File: src/rtl/fwd_hazard_unit.sv
// EX-stage operand forwarding with youngest-first priority across N_SRC pipeline
// stages, plus load-use hazard detection holding a LOAD_STALL-cycle stall.
module fwd_hazard_unit #(
  parameter int unsigned NB_REG_ADDR = 5,
  parameter int unsigned NB_REG      = 32,
  parameter int unsigned N_SRC       = 3,
  parameter int unsigned N_LOAD_HAZ  = 1,
  parameter int unsigned LOAD_STALL  = 1
) (
  input  logic                          i_clock,
  input  logic                          i_reset,
  input  logic                          i_valid,
  input  logic [NB_REG_ADDR-1:0]        i_rs,
  input  logic [NB_REG_ADDR-1:0]        i_rt,
  input  logic                          i_use_rs,
  input  logic                          i_use_rt,
  input  logic [N_SRC-1:0]              i_we,
  input  logic [N_SRC-1:0]              i_load,
  input  logic [N_SRC*NB_REG_ADDR-1:0]  i_rd,
  input  logic [N_SRC*NB_REG-1:0]       i_data,
  output logic [NB_REG-1:0]             o_data_a,
  output logic [NB_REG-1:0]             o_data_b,
  output logic                          o_mux_a,
  output logic                          o_mux_b,
  output logic                          o_bubble,
  output logic                          o_stall
);

  localparam int unsigned CNT_W = (LOAD_STALL > 1) ? $clog2(LOAD_STALL) : 1;
  localparam logic [CNT_W-1:0] CNT_INIT = CNT_W'((LOAD_STALL > 1) ? (LOAD_STALL - 2) : 0);

  typedef enum logic {ST_IDLE, ST_STALL} state_e;

  state_e             state_q, state_d;
  logic [CNT_W-1:0]   cnt_q, cnt_d;
  logic [N_SRC-1:0]   match_a, match_b;
  logic               hit_a, hit_b, haz_a, haz_b, haz;
  logic [NB_REG-1:0]  fwd_a, fwd_b;
  logic               stall_c;
  logic [NB_REG-1:0]  data_a_q, data_a_d, data_b_q, data_b_d;
  logic               mux_a_q, mux_a_d, mux_b_q, mux_b_d, bubble_q, bubble_d;

  // Source matching; descending scan so the youngest matching stage wins.
  always_comb begin
    match_a = '0;
    match_b = '0;
    hit_a   = 1'b0;
    hit_b   = 1'b0;
    haz_a   = 1'b0;
    haz_b   = 1'b0;
    fwd_a   = '0;
    fwd_b   = '0;
    for (int k = 0; k < int'(N_SRC); k++) begin
      match_a[k] = i_we[k] && (i_rd[k*NB_REG_ADDR +: NB_REG_ADDR] == i_rs)
                   && (i_rs != '0) && i_use_rs;
      match_b[k] = i_we[k] && (i_rd[k*NB_REG_ADDR +: NB_REG_ADDR] == i_rt)
                   && (i_rt != '0) && i_use_rt;
    end
    for (int k = int'(N_SRC) - 1; k >= 0; k--) begin
      if (match_a[k]) begin
        hit_a = 1'b1;
        fwd_a = i_data[k*NB_REG +: NB_REG];
        haz_a = i_load[k] && (k < int'(N_LOAD_HAZ));
      end
      if (match_b[k]) begin
        hit_b = 1'b1;
        fwd_b = i_data[k*NB_REG +: NB_REG];
        haz_b = i_load[k] && (k < int'(N_LOAD_HAZ));
      end
    end
    haz = haz_a || haz_b;
  end

  // Stall FSM: the IDLE cycle that detects the hazard is the first stall cycle.
  always_comb begin
    state_d = state_q;
    cnt_d   = cnt_q;
    stall_c = 1'b0;
    unique case (state_q)
      ST_IDLE: begin
        stall_c = i_valid && haz;
        if (i_valid && haz && (LOAD_STALL > 1)) begin
          state_d = ST_STALL;
          cnt_d   = CNT_INIT;
        end
      end
      ST_STALL: begin
        stall_c = 1'b1;
        if (i_valid) begin
          if (cnt_q == '0) state_d = ST_IDLE;
          else             cnt_d   = cnt_q - CNT_W'(1);
        end
      end
      default: ;
    endcase
    if (i_reset) stall_c = 1'b0;
  end

  always_comb begin
    mux_a_d  = !stall_c && hit_a;
    mux_b_d  = !stall_c && hit_b;
    data_a_d = stall_c ? '0 : fwd_a;
    data_b_d = stall_c ? '0 : fwd_b;
    bubble_d = stall_c;
  end

  always_ff @(posedge i_clock) begin
    if (i_reset) begin
      state_q <= ST_IDLE;
      cnt_q   <= '0;
    end else begin
      state_q <= state_d;
      cnt_q   <= cnt_d;
    end
  end

  always_ff @(posedge i_clock) begin
    if (i_reset) begin
      data_a_q <= '0;
      data_b_q <= '0;
      mux_a_q  <= 1'b0;
      mux_b_q  <= 1'b0;
      bubble_q <= 1'b0;
    end else if (i_valid) begin
      data_a_q <= data_a_d;
      data_b_q <= data_b_d;
      mux_a_q  <= mux_a_d;
      mux_b_q  <= mux_b_d;
      bubble_q <= bubble_d;
    end
  end

  assign o_data_a = data_a_q;
  assign o_data_b = data_b_q;
  assign o_mux_a  = mux_a_q;
  assign o_mux_b  = mux_b_q;
  assign o_bubble = bubble_q;
  assign o_stall  = stall_c;

endmodule

File: config.mk
export PLATFORM = sky130hd
export DESIGN_NAME = fwd_hazard_unit
export DESIGN_NICKNAME = d
export VERILOG_FILES = /design/src/rtl/fwd_hazard_unit.sv
export SDC_FILE = /design/constraint.sdc
export NUM_CORES = 1
export LEC_CHECK = 0
export BUFFER_PORTS_ARGS = -buffer_cell sky130_fd_sc_hd__buf_2
export CAP_MARGIN = 20
export CORE_ASPECT_RATIO = 0.7
export CORE_MARGIN = 8
export CORE_UTILIZATION = 41
export CTS_BUF_LIST = sky130_fd_sc_hd__clkbuf_8
export CTS_CLUSTER_DIAMETER = 60
export DETAILED_ROUTE_END_ITERATION = 12
export PLACE_DENSITY = 0.72
export SYNTH_ARGS = -nofsm -noshare
export SYNTH_HDL_FRONTEND = slang
export SYNTH_SLANG_ARGS = --single-unit
File: constraint.sdc
create_clock -name i_clock -period 2.9 [get_ports i_clock]
set_clock_uncertainty 0.15 [all_clocks]
set_input_delay 0.435 -clock i_clock [delete_from_list [all_inputs] [get_ports i_clock]]
set_output_delay 0.435 -clock i_clock [all_outputs]
set_load 0.01 [all_outputs]
==> results.ini, run 1 <==
[setup_path]
crit_start = i_rt[1]
critPathArrivalTime_ns = 2.11
crit_path_start_kind = input port
worstSetupPathType = in -> out
worst_ep_required_time_ns = 2.32
reg2reg_from = state_q
end_kind = primary output
cp_max_fo = 5

[timing]
period_share_pct = 92.8
fmax_mhz = 372
rsz0062_at_grt = false
worst_pin_slew_ns = 0.768
slew_viol_final = 0
max-slew-margin-rel_pct = 48.8
hold_viol = 0
min_period_ns = 2.69
final.setup.tns_ns = 0
setup_viol = 0

[cts]
tritoncts = done
cts_post_setup_buffers_inserted = 0
cts.sinks = 68
cts-buffers-inserted = 9
ctsHoldBuffers = 0
clock-root-buffer = clkbuf_8
clockBufferDepth = 2
cts-htree-levels = 3
cts_resized = 0
clk_pin_slew_ns = 0.07
clkLatencyLatePin_ns = 0.34

[synth]
synth_top_family_by_area = compound AO/OA/AOI/OAI gates
synth.most_common_cell = nand2_1
synthArstFlopShare_pct = 0
yosys-top-cells-count = nand2_1, dfxtp_1, a22o_1
synth_area_per_cell_um2 = 8.12
synth.top_cell.area_share_pct = 32.2
synth.area.top_cells = dfxtp_1, a22o_1, nand2_1, mux2i_1, nor4_1
ys_seq_area_share_pct = 32.2
yosysWarnings = 0
postSynthCellCount = 521
synthDistinctLibCells = 37
synth_compound_area_share_pct = 25.4
synthMuxAreaShare_pct = 7.80
yosys.area.top_type = dfxtp_1
synth_flop_cell = dfxtp_1
synthSimpleGateAreaFrac_pct = 22.1
syn_nets = 653
synth_edf_count = 0
synth_xor_area_share_pct = 6.21
synth_adder_area_share_pct = 0
ys_seq_elements = 68
syn_area_mm2 = 0.00423

[routing]
dr.pass1.iters = 5
avgRoutedWirePerCell_um = 19.9
ant_nets = 0
drt-initial-drc-count = 328
drcViolationCount = 0
vias = 4925
wl_um = 16600
viasPerCell = 5.90

[placement]
place_congestion = 0.874
portBuffers = 197
dp_hpwl_um = 12100

[grt]
antenna_found_initial = 0
grt_max_degree = 55
overflow = 0
grt_pass1_vias = 5033
grt_pass1_wl_um = 25500
track_usage_pct = 23.1

[status]
status = complete, no violations

[min_path]
worstHoldStart = i_reset
hold_class = in -> reg

[power]
irDropWorstVdd_mv = 0.230
power.density_mw_per_mm2 = 370
finalPower_mw = 2.04
leakage_nw = 2.60

[finish]
area_growth_pct = 30.7
multiInputGateArea_mm2 = 0.00261
fin_nets = 832
seq_area_mm2 = 0.00136
antennaDiodeCount = 0
fillers = 969
drive_gt1_share_pct = 34.0

[die]
dieArea_mm2 = 0.0139
fp.dieH_um = 101
ios = 200
initial_core_util_pct = 41.5
die_w_um = 137
num_rows = 31
core_region_area_mm2 = 0.0102

[run]
maxCapViolCount = 0

## report_power, final
| part | switching [mW] | total [mW] | internal (mW) |
|---|---|---|---|
| clock network | 0.356 | 0.724 | 0.369 |
| logic | 0.230 | 0.377 | 0.146 |
| registers | 0.00384 | 0.944 | 0.940 |
## cell families after synthesis
family	count (synthesis)
compound gates	144
xor+xnor	30
buf+inv	55
flops	68
mux	33
simple gates	191
## area by class of cell
type	instances	area share, %
timing repair buffer	219	21.7
tap	132	2.99
clock buffer	12	2.99
inverter	4	0.271
multi-input combinational	398	47.2
sequential	68	24.6
clock inverter	2	0.204
## final timing paths
kind / to / slack, ns / cells past startpoint
min: o_bubble / 0.22 / 2
max: o_stall / 0.21 / 8
max reg2reg: o_mux_a / 1.32 / 3
min reg2reg: o_data_a[22] / 0.30 / 2
## cells in the final DEF (no fill, tap or decap), types with 2 or more instances in the layout
master / instances
a21oi_1: 2
a22o_1: 54
a31oi_1: 2
a41oi_1: 2
buf_12: 4
buf_2: 197
buf_4: 18
clkbuf_8: 12
dfxtp_1: 68
inv_1: 5
mux2i_1: 33
nand2_1: 102
nand3_1: 7
nand4_1: 3
nor2_1: 4
nor3_1: 2
nor4_1: 38
o2111ai_1: 2
o211a_1: 11
o211ai_1: 15
o21ai_0: 36
o21ai_1: 11
o221ai_1: 4
or3_1: 27
xnor2_1: 22
xor2_1: 8
## flip-flops by register name, indices dropped and copies added (netlist names)
signal	flops
o_mux_a	1
o_data_a	32
state_q	1
o_mux_b	1
o_bubble	1
o_data_b	32
## critical path: stages
cell and delay, ns:
buf_2 0.13, or4_1 0.53, o21ai_2 0.20, nand4b_1 0.29
a21boi_2 0.15, a21oi_1 0.17, nor2_1 0.05, buf_2 0.14
## metrics by stage
step                area, um^2  worst slack, ns  std cells  utilization (%)  hold WS [ns]
finish                    5530            0.209        835             54.2         0.218
detailed placement        5360           0.0632        821             52.5         0.291
CTS                       5530            0.212        835             54.2         0.194
floorplan                 4230            0.331        521                -         0.294
global route              5530           0.0951        835             54.2         0.206
global placement          5360           0.0897        821             52.5         0.282
## metal layers
metal	track usage (%)	share of wire [%]
met5	0	0
met4	8.49	1.4
met3	7.87	11
met2	35.4	45
met1	29.3	43
(Power assumes the default switching activity.)
==> run 2, diff against run 1 <==
--- a/config.mk
+++ b/config.mk
@@ -9,11 +9,12 @@
 export CAP_MARGIN = 20
 export CORE_ASPECT_RATIO = 0.7
 export CORE_MARGIN = 8
-export CORE_UTILIZATION = 41
+export CORE_UTILIZATION = 48
 export CTS_BUF_LIST = sky130_fd_sc_hd__clkbuf_8
 export CTS_CLUSTER_DIAMETER = 60
 export DETAILED_ROUTE_END_ITERATION = 12
-export PLACE_DENSITY = 0.72
+export PLACE_DENSITY = 0.82
+export RECOVER_POWER = 25
 export SYNTH_ARGS = -nofsm -noshare
 export SYNTH_HDL_FRONTEND = slang
 export SYNTH_SLANG_ARGS = --single-unit
==> results.ini, run 2 (synthesis results as in run 1) <==
[status]
status = finished, violations left
violations = max-capacitance violations, max-slew violations

[grt]
grt_pass1_wl_um = 25800  ; +1.5%
track_usage_pct = 26.5  ; +3.4 points
overflow = 0  ; unchanged
antenna_found_initial = 0  ; unchanged
grt_pass1_vias = 5392  ; +7.1%
grt_max_degree = 55  ; unchanged

[setup_path]
crit_buf_inv = 2  ; unchanged
crit_path_start_kind = input port
cp_max_fo = 6  ; +1
critPathArrivalTime_ns = 2.10  ; about the same
path_cells = buf_2, or4_4, o21ai_4, or3_1, a21boi_2, a21oi_1, nor2_1, buf_2
worstSetupPathType = in -> out
cp_slowest_stage_delay_ns = 0.55  ; +0.02 ns
worst_ep_required_time_ns = 2.32  ; about the same
slowest_stage = or4_4
r2r_setup_slack_ns = 1.28  ; -0.04 ns
path_delay_family = simple AND/OR/NAND/NOR gates
end_kind = primary output
cp_common_cell = buf_2

[placement]
place_congestion = 0.884  ; +1.2%
dp_hpwl_um = 11900  ; -1.8%
portBuffers = 197  ; unchanged
placed_cell_area_mm2 = 0.00533  ; -0.42%

[routing]
wl_um = 16400  ; -1.3%
vias = 5039  ; +2.3%
drcViolationCount = 0  ; unchanged
dr.pass1.iters = 5  ; unchanged
ant_nets = 0  ; unchanged
drt-initial-drc-count = 492  ; +50%
viasPerCell = 6.10  ; +3.4%
avgRoutedWirePerCell_um = 19.9  ; -0.22%

[cts]
ctsHoldBuffers = 0  ; unchanged
cts_post_setup_buffers_inserted = 0  ; unchanged
cts.sinks = 68  ; unchanged
cts-buffers-inserted = 9  ; unchanged
clockBufferDepth = 2  ; unchanged
tritoncts = done
cts-htree-levels = 3  ; unchanged
cts_resized = 0  ; unchanged
clkLatencyLatePin_ns = 0.35  ; about the same
clock-root-buffer = clkbuf_8
clk_pin_slew_ns = 0.08  ; about the same

[finish]
final_common_cell = buf_2
drive_gt1_share_pct = 29.5  ; -4.5 points
final_cell_area_mm2 = 0.00548  ; -0.97%
fin_nets = 833  ; +0.12%
area_growth_pct = 29.4
mostFrequentLayoutCells = buf_2, nand2_1, dfxtp_1
antennaDiodeCount = 0  ; unchanged

[timing]
hold_viol = 0  ; unchanged
rsz0062_at_grt = false
worst_pin_slew_ns = 1.83  ; +1.06 ns
max-slew-margin-rel_pct = -22.3  ; -71 points
slew_viol_final = 27  ; +27
final.setup.tns_ns = 0  ; unchanged
fmax_mhz = 372  ; +0.23%
period_share_pct = 92.6  ; -0.21 points
min_period_ns = 2.69  ; -0.00608 ns
setup_viol = 0  ; unchanged

[min_path]
hold_class = in -> reg

[die]
die_w_um = 128  ; -6.7%
ios = 200  ; unchanged
fp.dieH_um = 94.6  ; -6.4%
dieArea_mm2 = 0.0121  ; -13%
initial_core_util_pct = 49.7  ; +8.2 points
num_rows = 28  ; -9.7%
core_region_area_mm2 = 0.00851  ; -17%

[power]
leakage_nw = 2.47  ; -5.1%
irDropWorstVdd_mv = 0.229  ; -0.50%
power.density_mw_per_mm2 = 371  ; +0.45%

[run]
maxCapViolCount = 1  ; +1

run 2: cell types whose count changed in the layout (fill, tap and decap cells not counted), sizes merged:
cell,delta
buf,-32
clkinv,+4
clkbuf,+32
clkinvlp,-1
run 2: through the flow:
step | setup slack, ns | hold WS [ns] | cells | power, mW | utilization [%]
floorplan | 0.331 | 0.294 | 521 | 1.15 | -
CTS | 0.177 | 0.191 | 824 | 2.04 | 64.8
global placement | 0.103 | 0.282 | 808 | 1.32 | 62.7
detailed placement | 0.0417 | 0.290 | 808 | 1.33 | 62.7
global route | 0.0472 | 0.170 | 826 | 2.12 | 64.4
finish | 0.215 | 0.179 | 826 | 2.03 | 64.4
run 2: area by class of cell:
cell class | count | area [um^2]
fillers | 768 | 3030
clock inverters | 5 | 27.5
flip-flops and latches | 68 | 1360
well taps | 120 | 150
multi-input cells | 398 | 2610
clock buffers | 11 | 151
repair buffers | 220 | 1170
inverters | 4 | 15.0
run 2: path summary, 6_finish.rpt:
kind / startpoint / end / cells past startpoint
max: i_rs[1] / o_stall / 8
min: i_reset / o_bubble / 2
max reg2reg: state_q / o_data_a[21] / 3
min reg2reg: o_data_a[24] / o_data_a[24] / 2
run 2: per-layer routing:
metal  share of wire (%)  wire [um]  vias to the layer above  global-route usage, %
met5                   0          0                        -                      0
met4                 2.2        355                        0                   11.3
met1                  39       6330                     2321                   30.2
met2                  46       7620                      377                   43.8
met3                  13       2120                       48                   10.4
li1                    -          -                     2293                      -
run 2: where the power goes:
group          switching, mW  internal (mW)
sequential           0.00370          0.940
clock                  0.367          0.351
combinational          0.231          0.142
run 2: worst reg2reg max path, cell delays in order, from the launching register on:
cell and delay, ns:
dfxtp_1 0.32, nand2b_1 0.20, or3_1 0.61, o21ai_1 0.26
==> run 3, diff against run 2 <==
--- a/config.mk
+++ b/config.mk
@@ -9,11 +9,11 @@
 export CAP_MARGIN = 20
 export CORE_ASPECT_RATIO = 0.7
 export CORE_MARGIN = 8
-export CORE_UTILIZATION = 48
+export CORE_UTILIZATION = 44
 export CTS_BUF_LIST = sky130_fd_sc_hd__clkbuf_8
 export CTS_CLUSTER_DIAMETER = 60
 export DETAILED_ROUTE_END_ITERATION = 12
-export PLACE_DENSITY = 0.82
+export PLACE_DENSITY = 0.79
 export RECOVER_POWER = 25
 export SYNTH_ARGS = -nofsm -noshare
 export SYNTH_HDL_FRONTEND = slang
==> constraint.sdc (replaced) <==
create_clock -name i_clock -period 2.4 [get_ports i_clock]
set_clock_uncertainty 0.15 [all_clocks]
set_input_delay 0.36 -clock i_clock [delete_from_list [all_inputs] [get_ports i_clock]]
set_output_delay 0.36 -clock i_clock [all_outputs]
set_load 0.01 [all_outputs]
==> results.ini, run 3 (synthesis results as in run 1) <==
[timing]
holdWs_ns = 0.122  ; -0.0570 ns
max-slew-margin-rel_pct = -1.79  ; +21 points
hold_viol = 0  ; unchanged
worst_slack_ns = 0.0241  ; -0.190 ns
min_period_ns = 2.38
period_share_pct = 99.0
slew_viol_final = 20  ; -26%
fmax_mhz = 421
worst_pin_slew_ns = 1.52  ; -0.307 ns
setup_viol = 0  ; unchanged

[setup_path]
critPathArrivalTime_ns = 1.87  ; -0.23 ns
slowest_stage = or4_4
crit_path_start_kind = input port
setup.worst_path.end = o_stall
end_kind = primary output
path_cells = buf_2, or4_4, o21ai_2, nand4b_1, a21boi_4, a21oi_2, nor2_1, buf_2
r2r-end = o_mux_a
worst_ep_required_time_ns = 1.89  ; -0.43 ns
cp_slowest_stage_delay_ns = 0.51  ; -0.04 ns
cp_max_fo = 3  ; -3
r2r_setup_slack_ns = 0.89  ; -0.39 ns
cp_common_cell = buf_2
worstSetupPathType = in -> out
reg2reg_from = state_q
crit_start = i_rt[2]
ff2ff_path_depth = 4  ; +1

[finish]
fin_nets = 864  ; +3.7%
drive_gt1_share_pct = 33.0  ; +3.5 points
area_growth_pct = 37.6
final_common_cell = buf_2
mostFrequentLayoutCells = buf_2, nand2_1, dfxtp_1
antennaDiodeCount = 0  ; unchanged

[run]
maxCapViolCount = 1  ; unchanged

[power]
seq_power_share_pct = 40.0  ; -6.4 points
p_comb_share_pct = 17.3  ; -1.0 points
p_switching_uw = 757  ; +26%
power.density_mw_per_mm2 = 489  ; +32%
intPower_mw = 2.09  ; +46%
leakage_nw = 2.65  ; +7.4%
irDropWorstVdd_mv = 0.355  ; +55%
swShare_pct = 26.6  ; -2.9 points
pwr-share-clk_pct = 42.6  ; +7.3 points

[routing]
vias = 5149  ; +2.2%
avgRoutedWirePerCell_um = 19.7  ; -0.79%
viasPerCell = 5.95  ; -2.4%
ant_nets = 0  ; unchanged
drcViolationCount = 0  ; unchanged
wl_um = 17100  ; +3.9%
drt-initial-drc-count = 439  ; -11%
dr.pass1.iters = 5  ; unchanged

[die]
initial_core_util_pct = 44.4  ; -5.3 points
core_region_area_mm2 = 0.00953  ; +12%
ios = 200  ; unchanged
fp.dieH_um = 98.1  ; +3.7%
die_w_um = 133  ; +3.9%
num_rows = 30  ; +7.1%
dieArea_mm2 = 0.0131  ; +7.7%

[placement]
dp_hpwl_um = 12700  ; +7.1%
portBuffers = 197  ; unchanged
place_congestion = 0.928  ; +4.9%
post-place-ws_ns = -0.244  ; -0.286 ns

[grt]
track_usage_pct = 25.1  ; -1.3 points
grt_max_degree = 40  ; -27%
grt_pass1_wl_um = 27300  ; +5.9%
overflow = 0  ; unchanged
grt_pass1_vias = 5560  ; +3.1%
antenna_found_initial = 1  ; +1

[cts]
clkLatencyLatePin_ns = 0.34  ; about the same
cts-buffers-inserted = 9  ; unchanged
clock-root-buffer = clkbuf_8
tritoncts = done
ctsHoldBuffers = 0  ; unchanged
clockBufferDepth = 2  ; unchanged
cts-htree-levels = 3  ; unchanged
cts.sinks = 68  ; unchanged
clk_pin_slew_ns = 0.08  ; about the same

[status]
status = finished, violations left
violations = max-capacitance violations, max-slew violations

[min_path]
hold_class = in -> reg

[run 3: cell type report]
class / count / area [um^2]
flip-flops and latches: 68 / 1360
fillers: 897 / 3710
well taps: 128 / 160
multi-input cells: 398 / 2630
repair buffers: 251 / 1400
clock inverters: 5 / 106
inverters: 4 / 15.0
clock buffers: 11 / 151
[run 3: per-layer routing]
layer  vias up  share of wire (%)  global-route usage (%)
li1       2363                  -                       -
met1      2429                 42                    31.6
met2       327                 46                    40.0
met3        28                 11                    8.10
met4         2                1.1                    7.82
met5         -              0.047                       0
[run 3: worst min-delay path by stage]
| stage | start | end | slack (ns) | cells after the start |
|---|---|---|---|---|
| 6_report | i_reset | o_bubble | 0.12 | 2 |
| 3_3_place_gp | o_data_a[22] | o_data_a[22] | 0.28 | 2 |
| 2_1_floorplan | i_reset | o_bubble | 0.28 | 1 |
| 3_5_place_dp | o_data_a[27] | o_data_a[27] | 0.29 | 2 |
| 5_1_grt | i_reset | o_bubble | 0.12 | 2 |
| 4_1_cts | i_reset | o_bubble | 0.13 | 2 |
[run 3: power by group through the flow]
stage	Combinational (mW)	Sequential, mW	Clock [mW]
after global routing	0.525	1.14	1.28
after CTS	0.478	1.14	1.24
after floorplan	0.219	1.17	0
final	0.493	1.14	1.21
after detailed placement	0.476	1.17	0
after global placement	0.470	1.17	0
[run 3: metrics by stage]
step | utilization, % | total power [mW] | cell area [um^2] | setup TNS, ns | instances
after global routing | 61.1 | 2.94 | 5820 | -0.0268 | 865
after global placement | 58.4 | 1.64 | 5570 | -8.35 | 846
final | 61.1 | 2.85 | 5820 | 0 | 865
after detailed placement | 58.4 | 1.64 | 5570 | -10.01 | 846
after CTS | 61.2 | 2.86 | 5840 | 0 | 863
after floorplan | - | 1.39 | 4230 | 0 | 521
[run 3: repair_timing]
item                       CTS  global route
buffers inserted             1             2
gates cloned                 0             0
pin swaps                    0             2
gates resized for setup      1             4
setup endpoints to repair    1             1
[run 3: critical path, delay by kind of cell]
| kind | cells | cell delay, ns |
|---|---|---|
| and+or+nand+nor | 3 | 0.80 |
| AOI/OAI and AO/OA | 3 | 0.44 |
| buffers and inverters | 2 | 0.27 |
